<file path="src/rtl/program_loader.sv">
// program_loader: boot-time instruction memory writer for the 8-bit core.
// Parses SYNC / LEN / payload / checksum frames from a valid/ready byte
// stream, writes the payload into instruction memory from address 0 and
// releases the core's reset only after a frame whose checksum is good.
// The memory doubles as the core's instruction ROM (combinational fetch).
module program_loader #(
   parameter int         INST_ADDR_WIDTH = 8,
   parameter int         INST_DATA_WIDTH = 8,
   parameter logic [7:0] SYNC_BYTE       = 8'hA5
) (
   input  logic                       clk,
   input  logic                       arst,
   input  logic [7:0]                 s_data,
   input  logic                       s_valid,
   output logic                       s_ready,
   input  logic [INST_ADDR_WIDTH-1:0] inst_addr,
   output logic [INST_DATA_WIDTH-1:0] inst_data,
   output logic                       cpu_rst,
   output logic                       done,
   output logic                       error,
   output logic [8:0]                 byte_count
);

   localparam int DEPTH = 2 ** INST_ADDR_WIDTH;

   typedef enum logic [2:0] {
      ST_IDLE = 3'd0,
      ST_LEN  = 3'd1,
      ST_DATA = 3'd2,
      ST_CHK  = 3'd3,
      ST_RUN  = 3'd4,
      ST_ERR  = 3'd5
   } state_t;

   state_t                       state_r;
   logic [8:0]                   n_r;
   logic [INST_ADDR_WIDTH-1:0]   wr_ptr_r;
   logic [7:0]                   sum_r;
   logic [8:0]                   byte_count_r;
   logic                         s_ready_r;
   logic                         cpu_rst_r;
   logic                         done_r;
   logic                         error_r;
   logic                         accept_s;
   logic                         mem_we_s;
   logic [INST_DATA_WIDTH-1:0]   mem_r [0:DEPTH-1];

   // Additive checksum step, modulo 256.
   function automatic logic [7:0] csum_add(input logic [7:0] acc, input logic [7:0] b);
      return acc + b;
   endfunction

   // Payload length from the length byte: zero encodes a full 256-byte frame.
   function automatic logic [8:0] frame_len(input logic [7:0] l);
      if (l == 8'd0) begin
         return 9'd256;
      end else begin
         return {1'b0, l};
      end
   endfunction

   assign accept_s = s_valid && s_ready_r;

   // Memory write strobe: payload bytes accepted in DATA, suppressed during reset.
   always_comb begin
      mem_we_s = 1'b0;
      if (!arst && accept_s && (state_r == ST_DATA)) begin
         mem_we_s = 1'b1;
      end else begin
         mem_we_s = 1'b0;
      end
   end

   // Frame parser FSM with registered handshake and core-control outputs.
   always_ff @(posedge clk) begin
      if (arst) begin
         state_r      <= ST_IDLE;
         n_r          <= 9'd0;
         wr_ptr_r     <= '0;
         sum_r        <= 8'd0;
         byte_count_r <= 9'd0;
         s_ready_r    <= 1'b0;
         cpu_rst_r    <= 1'b1;
         done_r       <= 1'b0;
         error_r      <= 1'b0;
      end else begin
         s_ready_r <= 1'b1;
         if (accept_s) begin
            case (state_r)
               ST_IDLE: begin
                  if (s_data == SYNC_BYTE) begin
                     state_r <= ST_LEN;
                  end
               end
               ST_LEN: begin
                  n_r          <= frame_len(s_data);
                  wr_ptr_r     <= '0;
                  sum_r        <= 8'd0;
                  byte_count_r <= 9'd0;
                  state_r      <= ST_DATA;
               end
               ST_DATA: begin
                  wr_ptr_r     <= wr_ptr_r + 1'b1;
                  sum_r        <= csum_add(sum_r, s_data);
                  byte_count_r <= byte_count_r + 9'd1;
                  if ((byte_count_r + 9'd1) == n_r) begin
                     state_r <= ST_CHK;
                  end
               end
               ST_CHK: begin
                  if (csum_add(sum_r, s_data) == 8'd0) begin
                     state_r   <= ST_RUN;
                     cpu_rst_r <= 1'b0;
                     done_r    <= 1'b1;
                  end else begin
                     state_r <= ST_ERR;
                     error_r <= 1'b1;
                  end
               end
               ST_RUN: begin
                  // Reload: put the core back into reset for the whole new frame.
                  if (s_data == SYNC_BYTE) begin
                     state_r   <= ST_LEN;
                     cpu_rst_r <= 1'b1;
                     done_r    <= 1'b0;
                  end
               end
               ST_ERR: begin
                  if (s_data == SYNC_BYTE) begin
                     state_r <= ST_LEN;
                     error_r <= 1'b0;
                  end
               end
               default: begin
                  state_r   <= ST_IDLE;
                  cpu_rst_r <= 1'b1;
                  done_r    <= 1'b0;
                  error_r   <= 1'b0;
               end
            endcase
         end
      end
   end

   // Instruction memory write port; contents deliberately survive reset.
   always_ff @(posedge clk) begin
      if (mem_we_s) begin
         mem_r[wr_ptr_r] <= s_data;
      end
   end

   assign inst_data  = mem_r[inst_addr];
   assign s_ready    = s_ready_r;
   assign cpu_rst    = cpu_rst_r;
   assign done       = done_r;
   assign error      = error_r;
   assign byte_count = byte_count_r;

endmodule

</file>
<file path="config.mk">
export PLATFORM = sky130hd
export DESIGN_NAME = program_loader
export DESIGN_NICKNAME = d
export VERILOG_FILES = /design/src/rtl/program_loader.sv
export SDC_FILE = /design/constraint.sdc
export NUM_CORES = 2
export LEC_CHECK = 0
export ABC_AREA = 1
export BUFFER_PORTS_ARGS = -buffer_cell sky130_fd_sc_hd__buf_4
export CAP_MARGIN = 10
export CELL_PAD_IN_SITES_DETAIL_PLACEMENT = 2
export CELL_PAD_IN_SITES_GLOBAL_PLACEMENT = 2
export CORE_MARGIN = 3
export CORE_UTILIZATION = 45
export DETAILED_ROUTE_END_ITERATION = 6
export PLACE_DENSITY_LB_ADDON = 0.15
export SYNTH_ARGS = -nofsm -noshare
export SYNTH_HDL_FRONTEND = slang
export SYNTH_SLANG_ARGS = --single-unit
</file>
<file path="constraint.sdc">
create_clock -name clk -period 5.05 [get_ports clk]
set_input_delay 1.01 -clock clk [delete_from_list [all_inputs] [get_ports clk]]
set_output_delay 1.01 -clock clk [all_outputs]
set_load 0.005 [all_outputs]
</file>
==> metrics.txt <==
GRT busiest layer met2; RSZ-0062 raised after global routing false; Starting Density between 40% and 50%; final worst slack 0.07033 ns; TritonCTS clock tree done; final WL roughly 330 mm; # hold bufs at CTS 0; crit path kind input port to primary output; Global Route met3 Usage 5.418%; postcts setup bufs 0; Rel. slew slack 12.96%; Fin Setup TNS 0 ns; Congestion Overflow GR 0; met1 usage 42.91%; CORE AREA approximately 0.19 sq mm; GRT met2 Usage between 50% and 60%; post-synthesis sequential area ratio between 70% and 80%; worst skew pair latency 0.88 ns; detailed placement HPWL between 150 and 200 mm; root buffer cell clkbuf_16; Crit path arrival time 3.97 ns; Clock Path Buffers 3; Total GRT Usage between 30% and 40%; Placement Setup Slack 0.1732 ns; final hold viol count 0; syn_nets between 7k and 8k; DIE AREA around 0.2 sq mm; P per Cell Area between 300 and 400 mW/mm^2; htree depth 4; pin count of the biggest net entering global routing 146; Leak Pwr approximately 34 nW; routed len/inst between 30 and 40 um; iteration-0 DRC count of the detailed router 6695; Synth cell types between 40 and 50; drt first pass iters 6; Layout area overhead 13.77%; Die Y about 440 um; status finished, final reports clean; syn avg cell area approximately 12 sq um; Slew Viols, Final 0; CP Launch Type input port; Slowest-stage cell, CP nand3_1; Synth Instances ~7.3k; clk_skew 0.05695 ns; Clock transition at path regs roughly 0.060 ns; #FFs+latches synth roughly 2.1k; Hold Path Class flop to flop; achievable clock frequency 200.8 MHz; clock sinks about 2.1k; MaxCap Viol Count 0; combined area of all synthesized cells roughly 0.085 sq mm; gpl congestion about 0.83; CP peak stage delay 0.48 ns; VDD IR max around 0.31 mV; critical path, cell by cell buf_8, inv_8, buf_12, nand3_1, nand3_1, nand3_1, nand3_1, nand3_1, nand3_1, nand2_1, nand2_1, nand2_1, buf_4; Tcrit/Tclk final a little over nine tenths; cell row count about 160; most used cell, CP nand3_1; Synth Warn # 0; IO Port Bufs 39; Antenna Nets Post-Route 0; # nets final ~7.5k; DRC viols 0; global-route wire length before repair roughly 480 mm; Final setup viols 0; via count ~62k; initial antenna violation count 9; Worst Path Required just over 4 ns; total CTS buffers 218; boundary pin count 40; vias in the first global route roughly 68k; Critical Path Sink Type primary output; vias per cell about 6.1; layout cells sized above 1 9.793%; Worst Path Max Fanout 43; Die W 441.3 um; crit path time final between 4 and 5 ns; post_cts resized 0; worst slew pin tran roughly 1.3 ns
-- per-layer routing --
metal  wire (um)  vias up
met2      162600     2694
met4       15980        6
met1      127900    32570
met5          42        -
li1            -    26170
met3       22260      730
-- path summary, 6_finish.rpt --
check             cells after the start  slack, ns    startpoint            to
hold / removal                        2       0.46          done          done
hold reg to reg                       2       0.46          done          done
setup reg to reg                      9       1.29    state_r[2]   mem_r[9][5]
setup / recovery                     13       0.07  inst_addr[1]  inst_data[6]
-- power by group --
group / switching, W / total [W] / internal, W
clock: 0.00713 / 0.0161 / 0.00894
sequential: 0.000000349 / 0.0190 / 0.0190
combinational: 0.00187 / 0.00244 / 0.000572
total: 0.00900 / 0.0375 / 0.0285
-- per-stage QoR --
stage | utilization (%) | power, W | area (sq um) | hold slack [ns] | cells
floorplan | - | 0.02050 | 85290 | 0.4438 | 7296
global placement | 47.95 | 0.02163 | 90140 | 0.4459 | 9707
detailed placement | 47.95 | 0.02176 | 90140 | 0.4608 | 9707
CTS | 51.60 | 0.03764 | 97020 | 0.4340 | 10110
global route | 51.61 | 0.03845 | 97020 | 0.4684 | 10110
finish | 51.61 | 0.03753 | 97030 | 0.4641 | 10120
-- synth_stat cells, drive strengths merged --
cell     number  area [sq um]
inv          62         235.2
a211oi        1         7.510
nor2        292          1109
nor3b         1         7.510
o21ai        16         80.08
or2           3         18.77
a21oi        31         155.2
o21ba         1         10.01
xnor2         4         35.03
fa            1         20.02
a21boi        1         7.510
a2111oi       1         8.760
nor3          8         61.31
o21bai        1         7.510
a32o          1         10.01
a31oi         1         6.260
buf         369          1889
nand3b        3         22.52
nand3      2059         10310
dfxtp        41         820.8
nand2      2208          8290
ha           12         150.1
xor2          2         17.52
o22ai         1         6.260
nand4         4         25.02
clkbuf      121         454.2
edfxtp     2048         61500
o31ai         1         7.510
o32ai         1         8.760
nor4          1         6.260
-- layout make-up --
| type | instances | area [sq um] |
|---|---|---|
| fill | 18170 | 90970 |
| timing repair buffer | 406 | 3985 |
| tap | 2495 | 3122 |
| multi-input combinational | 4655 | 20450 |
| inverter | 62 | 269.0 |
| antenna | 4 | 10.01 |
| clock buffer | 266 | 5688 |
| sequential | 2089 | 62320 |
| clock inverter | 140 | 1184 |
-- cells by family (layout without fill, tap and decap cells) --
logic type | after synthesis | after routing | share of synthesized area [%]
flip-flops | 2089 | 2089 | 73.07
adder cells (fa/ha/maj) | 13 | 13 | 0.1995
XOR/XNOR | 6 | 6 | 0.06162
AO/OA/AOI/OAI | 57 | 57 | 0.3697
buffers and inverters | 552 | 874 | 3.024
AND/OR/NAND/NOR | 4579 | 4579 | 23.27
other | 0 | 4 | 0
-- critical path: cells and delay by family --
family / cells / cell delay, ns
buffers and inverters: 4 / 1.07
AND/OR/NAND/NOR: 9 / 1.83
-- layout by cell type (no fill, tap or decap), types with 3 or more instances in the layout --
master         n
a21oi_1       31
buf_12        68
buf_4        326
buf_8         11
bufinv_16     19
clkbuf_1      45
clkbuf_16    220
clkinv_1      58
clkinv_2      50
clkinvlp_4     4
dfxtp_1       41
diode_2        4
edfxtp_1    2048
ha_1          12
inv_1         54
inv_2          4
inv_6          6
nand2_1     2199
nand2_2        9
nand3_1     2049
nand3_2       10
nand3b_1       3
nand4_1        4
nor2_1       289
nor3_1         5
o21ai_0       16
or2_2          3
xnor2_1        4
-- sequential cells by signal (all words and copies together) (netlist names) --
register    cells
byte_count      9
sum_r           8
error           1
s_ready         1
wr_ptr_r        8
cpu_rst         1
mem_r        2048
n_r             9
state_r         3
done            1
(Power assumes the default switching activity.)
